## src/rtl/data_stream_out32.sv

```systemverilog
// Output serializer: captures NWORDS result words on a start pulse and streams them
// one word per beat over a valid/ready port, with busy/last/done status and a sticky lost flag.
module data_stream_out32 #(
   parameter int WORD_W = 32,
   parameter int NWORDS = 8,
   parameter int ORDER  = 0,
   localparam int IW    = $clog2(NWORDS)
) (
   input  logic                     CLK,
   input  logic                     rst,
   input  logic                     start,
   input  logic [WORD_W*NWORDS-1:0] DI,
   input  logic                     ordy,
   output logic                     ov,
   output logic [WORD_W-1:0]        od,
   output logic [IW-1:0]            oidx,
   output logic                     olast,
   output logic                     busy,
   output logic                     done,
   output logic                     lost
);

   typedef enum logic [1:0] {IDLE, SEND, DONE} state_t;

   localparam logic [IW-1:0] LAST_CNT = IW'(NWORDS - 1);

   state_t                     state;
   logic [WORD_W*NWORDS-1:0]   sh;
   logic [IW-1:0]              cnt;
   logic [IW-1:0]              wordSel;
   logic                       sending;

   always_ff @(posedge CLK) begin
      if (rst) begin
         state <= IDLE;
         sh    <= '0;
         cnt   <= '0;
         lost  <= 1'b0;
      end else begin
         case (state)
            IDLE: begin
               if (start) begin
                  sh    <= DI;
                  cnt   <= '0;
                  state <= SEND;
               end
            end
            SEND: begin
               // A start arriving mid-block is dropped; only the sticky flag records it.
               if (start) begin
                  lost <= 1'b1;
               end
               if (ordy) begin
                  if (cnt == LAST_CNT) begin
                     cnt   <= '0;
                     state <= DONE;
                  end else begin
                     cnt <= cnt + 1'b1;
                  end
               end
            end
            DONE: begin
               if (start) begin
                  sh    <= DI;
                  cnt   <= '0;
                  state <= SEND;
               end else begin
                  state <= IDLE;
               end
            end
            default: state <= IDLE;
         endcase
      end
   end

   assign sending = (state == SEND);
   assign wordSel = (ORDER != 0) ? (LAST_CNT - cnt) : cnt;

   // Data-side outputs are forced to zero outside SEND so the idle port reads all zeros.
   assign ov    = sending;
   assign busy  = sending;
   assign done  = (state == DONE);
   assign od    = sending ? sh[int'(wordSel)*WORD_W +: WORD_W] : '0;
   assign oidx  = sending ? wordSel : '0;
   assign olast = sending && (cnt == LAST_CNT);

endmodule
```

## config.mk

```make
export PLATFORM = sky130hd
export DESIGN_NAME = data_stream_out32
export DESIGN_NICKNAME = d
export VERILOG_FILES = /design/src/rtl/data_stream_out32.sv
export SDC_FILE = /design/constraint.sdc
export NUM_CORES = 1
export LEC_CHECK = 0
export ABC_AREA = 1
export CAP_MARGIN = 20
export CORE_ASPECT_RATIO = 0.6
export CORE_MARGIN = 3
export CORE_UTILIZATION = 35
export DETAILED_ROUTE_END_ITERATION = 10
export DONT_BUFFER_PORTS = 1
export GPL_ROUTABILITY_DRIVEN = 0
export PLACE_DENSITY = 0.5
export SKIP_CTS_REPAIR_TIMING = 1
export SKIP_LAST_GASP = 1
export SYNTH_ARGS = -nofsm -noshare
export SYNTH_HDL_FRONTEND = slang
export SYNTH_SLANG_ARGS = --single-unit
```

## constraint.sdc

```tcl
create_clock -name CLK -period 1.65 [get_ports CLK]
set_clock_uncertainty 0.1 [all_clocks]
set_input_delay 0.33 -clock CLK [delete_from_list [all_inputs] [get_ports CLK]]
set_output_delay 0.33 -clock CLK [all_outputs]
set_load 0.005 [all_outputs]
```

==> results.cfg <==
[outcome]
outcome = finished, violations left
violations = hold timing, setup timing

[global_route]
grt_pass1_wl_mm = 63.8
antenna_found_initial = 2
grt_max_degree = 84
track_usage_pct = 23.4
grt-ovfl-total = 0
grt_pass1_vias = 10200

[cells_and_area]
fillers = 3221
area_growth_pct = 41.0
drive_above_1_share_pct = 9.39
stdcell_count = 2464
stdcell_area_mm2 = 0.0166
layout.nets = 2255

[timing]
drv_slew = 0
setup_viol = 48
post-route-min-period_ns = 2.28
setup_tns_ns = -20.24
maxSlewHeadroom_pct = 64.5
tightest_slew_ns = 0.526
rsz0062_at_grt = true
hold_viol_final = 1
holdWs_ns = -0.00605
timing.final.crit_share_pct = 138
fin_ws_ns = -0.626
max_freq_ghz = 0.439

[detailed_routing]
drt_iter0_markers = 1073
firstDrtPassIters = 5
routed_via_density = 5.05
ant_nets = 0
wl_per_cell_um = 19.6
drcViolationCount = 0
vias = 12400
routed_wl_mm = 48.2

[floorplanning]
die_w_um = 243
row_count = 51
core_area_mm2 = 0.0328
fp.dieH_um = 148
num_io_pins = 300
initial_utilization_pct = 36.0
die-area_mm2 = 0.0360

[placed_design]
port_buffers = 0
place_hpwl_mm = 33.5
placed_area_mm2 = 0.0127
dp_cells = 2148
post-place-ws_ns = -0.0842

[setup_path]
path_depth = 7
r2r_cells = 6
endpoint_kind = output port
rr_startpoint = state[0]$_SDFFE_PP0P_
crit_arrival_ns = 1.85
cp_slowest_cell = dfxtp_4
worstSetupStartpointType = register
crit_path_frequent_cell = nand2_1
cp_cell_sequence = inv_8 -> buf_12 -> nand2_1 -> nand3_1 -> nand2_1 -> nand2_1 -> nand2_1
critPathMaxFanout = 30
worst_r2r_endpoint = sh[127]$_SDFFE_PP0P_
cp_top_family = simple AND/OR/NAND/NOR gates
critPathKind = reg2out
timing.critical_path.required_ns = 1.22
path_buf_inv = 2
endpoint = od[22]
rrSetupSlack_ns = -0.08
cp-startpoint = cnt[0]$_SDFFE_PP0P_
critPathMaxStageDelay_ns = 0.39

[synthesis]
ys_warn_count = 0
synth_edf_count = 0
ys.flop_type = dfxtp_1
ys_top_cells_by_area = dfxtp_1, nand2_1, a21oi_1
ys_async_sr_fraction_pct = 0
synth_cell_types = 16
synth-seq-area-share_pct = 44.4
ys_ff_latch = 262
synth.most_common_cell = nand2_1
synth_top_area_share_pct = 44.4
syn_area_mm2 = 0.0118
synth_common_cells = nand2_1, inv_1, dfxtp_1, a21oi_1, o21ai_0
avgSynthCellArea_um2 = 6.75
synthesis.nets = 2009
synth_area_leader_cell = dfxtp_1
syn_inst = 1747

[job]
maxCapViolCount = 0

[clock_network]
cts.sinks = 262
cts.clk_slew.worst_paths_ns = 0.07
cts_max_level = 1
max-clock-path-buffers = 3
cts_made_buffers = 26
insertion_delay_ns = 0.54
cts_tree = yes
clockRootBuffer = clkbuf_16

[power]
vdd_drop_max_uv = 649
power_mw = 16.8
p_per_area_mw_per_mm2 = 1010
leakage_nw = 7.37

[worst_hold_path]
holdPathStages = 2
hold_path.class = in2reg
## cell families (layout without fill, tap and decap cells)
family,after synthesis,in the layout,synth area share [%]
AND/OR/NAND/NOR,565,565,19.5
flip-flops,262,262,44.4
buffers and inverters,401,666,14.0
other,0,2,0
adder cells (fa/ha/maj),2,2,0.212
AO/OA/AOI/OAI,517,517,21.9
## layer usage
| metal | up-vias | part of all wire, % | GRT usage [%] |
|---|---|---|---|
| met5 | - | 0.027 | 0 |
| met4 | 2 | 2.5 | 5.94 |
| met3 | 56 | 7.0 | 5.23 |
| met2 | 490 | 42 | 32.8 |
| met1 | 5840 | 49 | 35.8 |
| li1 | 6052 | - | - |
## report_power, final
part           leakage, nW  total (mW)  internal, mW  switching (mW)
clock                0.442        6.38          3.75            2.63
combinational         4.75        3.45          1.42            2.03
sequential            2.18        6.99          6.85           0.137
total                 7.37        16.8          12.0            4.80
## worst min path at each step
stage / from / to / slack (ns)
finish: DI[164] / sh[164]$_SDFFE_PP0P_ / -0.006
global route: DI[164] / sh[164]$_SDFFE_PP0P_ / 0.02
CTS: rst / lost$_SDFFE_PP0P_ / -0.28
detailed placement: rst / lost$_SDFFE_PP0P_ / 0.30
global placement: rst / lost$_SDFFE_PP0P_ / 0.30
floorplan: rst / cnt[1]$_SDFFE_PP0P_ / 0.30
## state kept, by name, summed over array words and instances, names as in the netlist
name,cells
sh,256
cnt,3
lost,1
state,2
## through the flow
step	utilization, %	hold slack (ns)
after detailed placement	38.8	0.303
after global routing	50.7	0.0178
after CTS	41.5	-0.281
after floorplan	-	0.299
final	50.7	-0.00605
after global placement	38.8	0.300
## cell type report
class	count	area (µm²)	share of cell area [%]
clock buffers	40	786	4.72
repair buffers	352	3840	23.1
inverters	267	1020	6.13
diodes	2	5.00	0.0301
clock inverters	7	114	0.685
flip-flops and latches	262	5260	31.6
multi-input cells	1084	5050	30.4
well taps	450	563	3.38
## placed cells by master (no fill, tap or decap), types with 10 or more instances in the layout
cell type / synthesis / final
nand2_1: 423 / 404
inv_1: 264 / 260
a21oi_1: 260 / 260
dfxtp_1: 262 / 257
dlygate4sd3_1: 0 / 249
o21ai_0: 257 / 242
nand3_1: 132 / 129
buf_4: 6 / 56
clkbuf_16: 0 / 35
buf_12: 0 / 23
nand2_2: 1 / 18
o21ai_1: 0 / 10
Note: power is estimated with default switching activity, not from simulation.
